===== src/rtl/vga_pkg.sv =====
`default_nettype none
// ============================================================================
// Package  : vga_pkg
// Purpose  : 640x480@60 timing constants, sync polarity and RGB444 pixel type
// Revision : 1.0
// ============================================================================
package vga_pkg;

    localparam int c_H_ACTIVE = 640;
    localparam int c_H_FP     = 16;
    localparam int c_H_SYNC   = 96;
    localparam int c_H_BP     = 48;
    localparam int c_H_TOTAL  = c_H_ACTIVE + c_H_FP + c_H_SYNC + c_H_BP;

    localparam int c_V_ACTIVE = 480;
    localparam int c_V_FP     = 10;
    localparam int c_V_SYNC   = 2;
    localparam int c_V_BP     = 33;
    localparam int c_V_TOTAL  = c_V_ACTIVE + c_V_FP + c_V_SYNC + c_V_BP;

    localparam int c_CLK_DIV  = 4;
    localparam int c_FB_W     = 320;
    localparam int c_ADDR_W   = 17;

    // Both syncs are active low in this mode
    localparam logic c_HS_ACTIVE = 1'b0;
    localparam logic c_VS_ACTIVE = 1'b0;

    typedef struct packed {
        logic [3:0] r;
        logic [3:0] g;
        logic [3:0] b;
    } rgb444_t;

endpackage
`default_nettype wire


===== src/rtl/vga_scan_ctrl_if.sv =====
`default_nettype none
// ============================================================================
// Interface : vga_scan_ctrl_if
// Purpose   : video RAM read port between the scan controller and the RAM
// Revision  : 1.0
// ============================================================================
interface vga_scan_ctrl_if
    import vga_pkg::*;
#(
    parameter int ADDR_W = c_ADDR_W
);
    logic [ADDR_W-1:0] vram_addr;
    logic [11:0]       vram_rd_data;

    modport master (output vram_addr, input  vram_rd_data);
    modport slave  (input  vram_addr, output vram_rd_data);
endinterface
`default_nettype wire


===== src/rtl/vga_timing_gen.sv =====
`default_nettype none
// ============================================================================
// Module   : vga_timing_gen
// Purpose  : pixel-tick divider, h/v raster counters, sync/active decode
// Revision : 1.0
// ============================================================================
module vga_timing_gen
    import vga_pkg::*;
#(
    parameter int H_ACTIVE = c_H_ACTIVE,
    parameter int H_FP     = c_H_FP,
    parameter int H_SYNC   = c_H_SYNC,
    parameter int H_BP     = c_H_BP,
    parameter int V_ACTIVE = c_V_ACTIVE,
    parameter int V_FP     = c_V_FP,
    parameter int V_SYNC   = c_V_SYNC,
    parameter int V_BP     = c_V_BP,
    parameter int CLK_DIV  = c_CLK_DIV,
    localparam int H_TOTAL = H_ACTIVE + H_FP + H_SYNC + H_BP,
    localparam int V_TOTAL = V_ACTIVE + V_FP + V_SYNC + V_BP,
    localparam int HW      = $clog2(H_TOTAL),
    localparam int VW      = $clog2(V_TOTAL)
) (
    input  wire logic          clk,
    input  wire logic          reset_n,
    output logic               o_pix_tick,
    output logic               o_active,
    output logic               o_hs_raw,
    output logic               o_vs_raw,
    output logic               o_frame_start,
    output logic [HW-1:0]      o_h_cnt,
    output logic [VW-1:0]      o_v_cnt
);
    localparam int DW = (CLK_DIV > 1) ? $clog2(CLK_DIV) : 1;

    localparam logic [DW-1:0] c_DIV_LAST = DW'(CLK_DIV - 1);
    localparam logic [HW-1:0] c_H_LAST   = HW'(H_TOTAL - 1);
    localparam logic [VW-1:0] c_V_LAST   = VW'(V_TOTAL - 1);
    localparam logic [HW-1:0] c_H_ACT    = HW'(H_ACTIVE);
    localparam logic [VW-1:0] c_V_ACT    = VW'(V_ACTIVE);
    localparam logic [HW-1:0] c_HS_BEG   = HW'(H_ACTIVE + H_FP);
    localparam logic [HW-1:0] c_HS_END   = HW'(H_ACTIVE + H_FP + H_SYNC);
    localparam logic [VW-1:0] c_VS_BEG   = VW'(V_ACTIVE + V_FP);
    localparam logic [VW-1:0] c_VS_END   = VW'(V_ACTIVE + V_FP + V_SYNC);

    logic [DW-1:0] r_div_cnt;
    logic [HW-1:0] r_h_cnt;
    logic [VW-1:0] r_v_cnt;
    logic          w_pix_tick;
    logic          w_hs_pulse;
    logic          w_vs_pulse;

    assign w_pix_tick = (r_div_cnt == c_DIV_LAST);

    always_ff @(posedge clk or negedge reset_n) begin
        if (!reset_n) begin
            r_div_cnt <= '0;
            r_h_cnt   <= '0;
            r_v_cnt   <= '0;
        end else begin
            r_div_cnt <= w_pix_tick ? '0 : r_div_cnt + 1'b1;
            if (w_pix_tick) begin
                // Line and frame wrap can land on the same tick
                if (r_h_cnt == c_H_LAST) begin
                    r_h_cnt <= '0;
                    r_v_cnt <= (r_v_cnt == c_V_LAST) ? '0 : r_v_cnt + 1'b1;
                end else begin
                    r_h_cnt <= r_h_cnt + 1'b1;
                end
            end
        end
    end

    assign w_hs_pulse    = (r_h_cnt >= c_HS_BEG) && (r_h_cnt < c_HS_END);
    assign w_vs_pulse    = (r_v_cnt >= c_VS_BEG) && (r_v_cnt < c_VS_END);

    assign o_pix_tick    = w_pix_tick;
    assign o_active      = (r_h_cnt < c_H_ACT) && (r_v_cnt < c_V_ACT);
    assign o_hs_raw      = w_hs_pulse ? c_HS_ACTIVE : ~c_HS_ACTIVE;
    assign o_vs_raw      = w_vs_pulse ? c_VS_ACTIVE : ~c_VS_ACTIVE;
    assign o_frame_start = w_pix_tick && (r_h_cnt == '0) && (r_v_cnt == '0);
    assign o_h_cnt       = r_h_cnt;
    assign o_v_cnt       = r_v_cnt;

endmodule
`default_nettype wire


===== src/rtl/vga_scan_ctrl.sv =====
`default_nettype none
// ============================================================================
// Module   : vga_scan_ctrl
// Purpose  : VGA raster scan of a 2x2-doubled 320x240 RGB444 framebuffer
// Revision : 1.0
// ============================================================================
module vga_scan_ctrl
    import vga_pkg::*;
#(
    parameter int H_ACTIVE = c_H_ACTIVE,
    parameter int H_FP     = c_H_FP,
    parameter int H_SYNC   = c_H_SYNC,
    parameter int H_BP     = c_H_BP,
    parameter int V_ACTIVE = c_V_ACTIVE,
    parameter int V_FP     = c_V_FP,
    parameter int V_SYNC   = c_V_SYNC,
    parameter int V_BP     = c_V_BP,
    parameter int CLK_DIV  = c_CLK_DIV,
    parameter int FB_W     = c_FB_W,
    parameter int ADDR_W   = c_ADDR_W
) (
    input  wire logic             clk,
    input  wire logic             reset_n,
    input  wire logic             disp_en,
    vga_scan_ctrl_if.master       vram,
    output logic                  frame_start,
    output logic [3:0]            oRed,
    output logic [3:0]            oGreen,
    output logic [3:0]            oBlue,
    output logic                  oHs,
    output logic                  oVs
);
    localparam int HW = $clog2(H_ACTIVE + H_FP + H_SYNC + H_BP);
    localparam int VW = $clog2(V_ACTIVE + V_FP + V_SYNC + V_BP);

    logic              w_pix_tick;
    logic              w_active;
    logic              w_hs_raw;
    logic              w_vs_raw;
    logic [HW-1:0]     w_h_cnt;
    logic [VW-1:0]     w_v_cnt;
    logic [ADDR_W-1:0] w_row;
    logic [ADDR_W-1:0] w_col;
    logic [ADDR_W-1:0] w_addr;

    logic [ADDR_W-1:0] r_vram_addr;
    logic              r_active_d;
    logic              r_hs_d;
    logic              r_vs_d;
    rgb444_t           r_pix;
    logic              r_hs;
    logic              r_vs;

    vga_timing_gen #(
        .H_ACTIVE (H_ACTIVE),
        .H_FP     (H_FP),
        .H_SYNC   (H_SYNC),
        .H_BP     (H_BP),
        .V_ACTIVE (V_ACTIVE),
        .V_FP     (V_FP),
        .V_SYNC   (V_SYNC),
        .V_BP     (V_BP),
        .CLK_DIV  (CLK_DIV)
    ) u_timing (
        .clk           (clk),
        .reset_n       (reset_n),
        .o_pix_tick    (w_pix_tick),
        .o_active      (w_active),
        .o_hs_raw      (w_hs_raw),
        .o_vs_raw      (w_vs_raw),
        .o_frame_start (frame_start),
        .o_h_cnt       (w_h_cnt),
        .o_v_cnt       (w_v_cnt)
    );

    // Each stored pixel covers 2x2 screen pixels, so drop the LSB of both counters
    assign w_row = ADDR_W'(w_v_cnt >> 1);
    assign w_col = ADDR_W'(w_h_cnt >> 1);

    if (FB_W == 320) begin : g_fb_shift_add
        assign w_addr = (w_row << 8) + (w_row << 6) + w_col;
    end else begin : g_fb_mul
        assign w_addr = ADDR_W'(w_row * ADDR_W'(FB_W)) + w_col;
    end

    // RAM data for the address issued on one tick is consumed on the next tick,
    // so sync and active are delayed by the same single tick to stay aligned.
    always_ff @(posedge clk or negedge reset_n) begin
        if (!reset_n) begin
            r_vram_addr <= '0;
            r_active_d  <= 1'b0;
            r_hs_d      <= ~c_HS_ACTIVE;
            r_vs_d      <= ~c_VS_ACTIVE;
            r_pix       <= '0;
            r_hs        <= ~c_HS_ACTIVE;
            r_vs        <= ~c_VS_ACTIVE;
        end else if (w_pix_tick) begin
            if (w_active) begin
                r_vram_addr <= w_addr;
            end
            r_active_d <= w_active;
            r_hs_d     <= w_hs_raw;
            r_vs_d     <= w_vs_raw;
            r_pix      <= (r_active_d && disp_en) ? rgb444_t'(vram.vram_rd_data) : '0;
            r_hs       <= r_hs_d;
            r_vs       <= r_vs_d;
        end
    end

    assign vram.vram_addr = r_vram_addr;
    assign oRed           = r_pix.r;
    assign oGreen         = r_pix.g;
    assign oBlue          = r_pix.b;
    assign oHs            = r_hs;
    assign oVs            = r_vs;

endmodule
`default_nettype wire


===== src/flat_wrapper.sv =====
// flat-port wrapper written by rule: the top's interface ports become plain ports
module vga_scan_ctrl_flat import vga_pkg::*;
#(
    parameter int H_ACTIVE = c_H_ACTIVE,
    parameter int H_FP     = c_H_FP,
    parameter int H_SYNC   = c_H_SYNC,
    parameter int H_BP     = c_H_BP,
    parameter int V_ACTIVE = c_V_ACTIVE,
    parameter int V_FP     = c_V_FP,
    parameter int V_SYNC   = c_V_SYNC,
    parameter int V_BP     = c_V_BP,
    parameter int CLK_DIV  = c_CLK_DIV,
    parameter int FB_W     = c_FB_W,
    parameter int ADDR_W   = c_ADDR_W
)
  (clk, reset_n, disp_en, frame_start, oRed, oGreen, oBlue, oHs, oVs, vram_vram_addr, vram_vram_rd_data);
  vga_scan_ctrl_if #(.ADDR_W(ADDR_W)) vram_i ();
  input  wire logic clk;
  input  wire logic reset_n;
  input  wire logic disp_en;
  output logic frame_start;
  output logic [3:0] oRed;
  output logic [3:0] oGreen;
  output logic [3:0] oBlue;
  output logic oHs;
  output logic oVs;
  output wire logic [$bits(vram_i.vram_addr)-1:0] vram_vram_addr;
  input wire logic [$bits(vram_i.vram_rd_data)-1:0] vram_vram_rd_data;
  assign vram_vram_addr = vram_i.vram_addr;
  assign vram_i.vram_rd_data = vram_vram_rd_data;
  vga_scan_ctrl #(.H_ACTIVE(H_ACTIVE), .H_FP(H_FP), .H_SYNC(H_SYNC), .H_BP(H_BP), .V_ACTIVE(V_ACTIVE), .V_FP(V_FP), .V_SYNC(V_SYNC), .V_BP(V_BP), .CLK_DIV(CLK_DIV), .FB_W(FB_W), .ADDR_W(ADDR_W)) u_core (.clk(clk), .reset_n(reset_n), .disp_en(disp_en), .vram(vram_i), .frame_start(frame_start), .oRed(oRed), .oGreen(oGreen), .oBlue(oBlue), .oHs(oHs), .oVs(oVs));
endmodule

===== config.mk =====
export PLATFORM = sky130hd
export DESIGN_NAME = vga_scan_ctrl_flat
export DESIGN_NICKNAME = d
export VERILOG_FILES = /design/src/rtl/vga_pkg.sv /design/src/rtl/vga_scan_ctrl_if.sv /design/src/rtl/vga_timing_gen.sv /design/src/rtl/vga_scan_ctrl.sv /design/src/flat_wrapper.sv
export SDC_FILE = /design/constraint.sdc
export NUM_CORES = 1
export LEC_CHECK = 0
export ABC_AREA = 1
export BUFFER_PORTS_ARGS = -buffer_cell sky130_fd_sc_hd__buf_2
export CORE_ASPECT_RATIO = 1.4
export CORE_MARGIN = 4
export CORE_UTILIZATION = 30
export DETAILED_ROUTE_END_ITERATION = 16
export PLACE_DENSITY = 0.59
export SLEW_MARGIN = 0
export SYNTH_ARGS = -nofsm -noshare
export SYNTH_HDL_FRONTEND = slang
export SYNTH_SLANG_ARGS = --single-unit

===== constraint.sdc =====
create_clock -name clk -period 2.9 [get_ports clk]
set_clock_uncertainty 0.05 [all_clocks]
set_input_delay 0.58 -clock clk [delete_from_list [all_inputs] [get_ports clk]]
set_output_delay 0.58 -clock clk [all_outputs]
set_load 0.01 [all_outputs]

==> flow_metrics.tcl <==
set metrics [dict create \
    status "completed" \
    core_um2 10000 \
    portBuffers 46 \
    worstReg2RegStart "u_core.u_timing.o_v_cnt[1]" \
    drv_slew 0 \
    ir_worst_vdd_mv 0.241 \
    worst-setup-path-type "reg2out" \
    clkTransAtPathRegs_ns 0.07 \
    post-route-drc-count 0 \
    multi_input_area_um2 1510 \
    netlist_instances 380 \
    grt_pass1_wl_um 12100 \
    power.density_nw_per_um2 399 \
    maxCapViolations 0 \
    fin_crit_sh 0.856 \
    final_common_cell "nand2_1" \
    drive_gt1_frac 0.168 \
    synth_area_um2 3110 \
    wl_per_cell_um 12.8 \
    cts_max_level 2 \
    vias_per_cell 4.62 \
    worstReg2RegEnd "u_core.vram.vram_addr[15]" \
    initialDrtViolationCount 74 \
    cp.arrival_ns 1.85 \
    fp.dieH_um 128 \
    cts_root_buffer "clkbuf_16" \
    cts_buffer_depth 2 \
    die_x_um 94.1 \
    synth_nets 420 \
    startpoint_type "flip-flop" \
    cts_buffers 5 \
    hold_ws_ns 0.189 \
    rrSetupSlack_ns 0.47 \
    setup_tns_ns 0 \
    grt_overflow 0 \
    crit_required_ns 2.27 \
    clk_latency_ns 0.30 \
    n_antenna_cell 0 \
    ys_types 34 \
    row_count 43 \
    die-area_um2 12100 \
    fmax_mhz 403 \
    min_period_ns 2.48 \
    fin_area_um2 3640 \
    syn_to_final_growth_pct 17.0 \
    final_cell_mix "nand2_1 (126), dfrtp_1 (52), buf_2 (46)" \
    place_congestion 0.840 \
    cts_resized 0 \
    seq_area_um2 1410 \
    io_pins 47 \
    critPathCaptureType "output pin" \
    power.net_switching_w 0.000324 \
    firstDrtPassIters 4 \
    worstHoldPathType "in2async" \
    switching_share 0.223 \
    antenna_left 0 \
    via_count 2607 \
    internal_power_w 0.00113 \
    grt_use_total 0.124 \
    yosys.area.top_type_share 0.418 \
    cts_tree "done" \
    yosys.area.top_type "dfrtp_1" \
    syn_avg_cell_area_um2 8.19 \
    antenna_found_initial 0 \
    grt_pass1_vias 2568 \
    postCtsHoldBufs 0 \
    grt_max_degree 36 \
    p_leak_nw 1.90 \
    path_max_fanout 5 \
    power_w 0.00145 \
    setup_viol 0 \
    hpwl_um 5540 \
    fillers 1093 \
    synth-seq-cells 56 \
    combPwrFrac 0.032 \
    yosysSeqAreaShare 0.452 \
    wl_um 7200 \
    grt_setup_unrepaired "no" \
    seqPwrFrac 0.546 \
    synth_area_leaders "dfrtp_1 (42%), nand2_1 (15%), ha_1 (9.3%)" \
    placed_cell_area_um2 3490 \
    clkPwrFrac 0.421 \
    start_util 0.311 \
    r2r_cells 9 \
    slew-limit-headroom 0.667 \
    nets 468 \
    ys_warn_count 0 \
    hold_viol_final 0 \
    cts.sinks 56 \
    post_cts_buffers 0 \
    tightest_slew_ns 0.499 \
]
[worst max-delay path: stages, from the launching register on]
cell     delay (ns)
dfrtp_1        0.45
inv_1          0.15
ha_1           0.21
nand4_1        0.11
nor4_1         0.22
nand3_1        0.16
nor2_1         0.12
buf_2          0.14
[synth_stat cells, drive strengths merged]
master and instances:
nand3 17, nor3b 1, o21ai 33, buf 5, ha 23, a31oi 2
nor2 27, nand2 127, nand4 9, xnor2 4, a21oi 6, fa 2
dfstp 4, nor3 9, dfrtp 52, clkbuf 4, clkinv 1, inv 37
a211oi 1, nand3b 3, o21a 1, nor4 2, o22ai 1, xor2 8
or2 1
[layer usage]
layer / vias up / track usage / part of all wire
li1: 1324 / - / -
met1: 1228 / 0.139 / 0.43
met2: 46 / 0.233 / 0.52
met3: 9 / 0.0216 / 0.033
met4: 0 / 0.0442 / 0.016
met5: - / 0 / 0
[metrics by stage]
stage	std cells	utilization	setup slack, ns
2_1_floorplan	380	-	0.651
3_5_place_dp	556	0.349	0.455
4_1_cts	564	0.364	0.408
5_1_grt	564	0.364	0.263
3_3_place_gp	556	0.349	0.466
6_report	564	0.364	0.417
[worst max path at each step]
stage               depth (start not counted)  slack (ns)                         to                  startpoint
floorplan                                   9        0.65  u_core.vram.vram_addr[15]  u_core.u_timing.o_h_cnt[9]
global placement                            9        0.47  u_core.vram.vram_addr[15]  u_core.u_timing.o_v_cnt[1]
detailed placement                          9        0.46  u_core.vram.vram_addr[15]  u_core.u_timing.o_h_cnt[9]
CTS                                         7        0.41                frame_start  u_core.u_timing.o_v_cnt[0]
global route                                9        0.26  u_core.vram.vram_addr[15]  u_core.u_timing.o_h_cnt[9]
finish                                      7        0.42                frame_start  u_core.u_timing.o_v_cnt[0]
[sequential cells by signal (all words and copies together), names as in the netlist]
| register | cells |
|---|---|
| u_core.u_timing.r_div_cnt | 2 |
| u_core.oBlue | 4 |
| u_core.oHs | 1 |
| u_core.r_vs_d | 1 |
| u_core.oVs | 1 |
| u_core.oRed | 4 |
| u_core.u_timing.o_v_cnt | 10 |
| u_core.oGreen | 4 |
| u_core.r_active_d | 1 |
| u_core.u_timing.o_h_cnt | 10 |
| u_core.r_hs_d | 1 |
| u_core.vram.vram_addr | 17 |
[layout make-up]
class / count / area share
clock buffer: 5 / 0.0344
clock inverter: 3 / 0.00653
inverter: 38 / 0.0392
multi-input combinational: 277 / 0.416
sequential: 56 / 0.386
tap: 135 / 0.0464
timing repair buffer: 50 / 0.0715
[power groups by stage]
| stage | logic [W] | clock network [W] | registers (W) |
|---|---|---|---|
| after floorplan | 0.00000754 | 0 | 0.000813 |
| after global placement | 0.0000480 | 0 | 0.000808 |
| after detailed placement | 0.0000494 | 0 | 0.000808 |
| after CTS | 0.0000495 | 0.000635 | 0.000793 |
| after global routing | 0.0000553 | 0.000670 | 0.000794 |
| final | 0.0000471 | 0.000612 | 0.000793 |
[logic make-up (layout without fill, tap and decap cells)]
| kind of cell | count (synthesis) | count (layout) | synth area share |
|---|---|---|---|
| fa+ha+maj | 25 | 25 | 0.105 |
| compound gates | 44 | 44 | 0.0736 |
| simple gates | 196 | 196 | 0.274 |
| xor+xnor | 12 | 12 | 0.0338 |
| buf+inv | 47 | 96 | 0.0615 |
| flops | 56 | 56 | 0.452 |
Power figures use the tool's default switching activity.
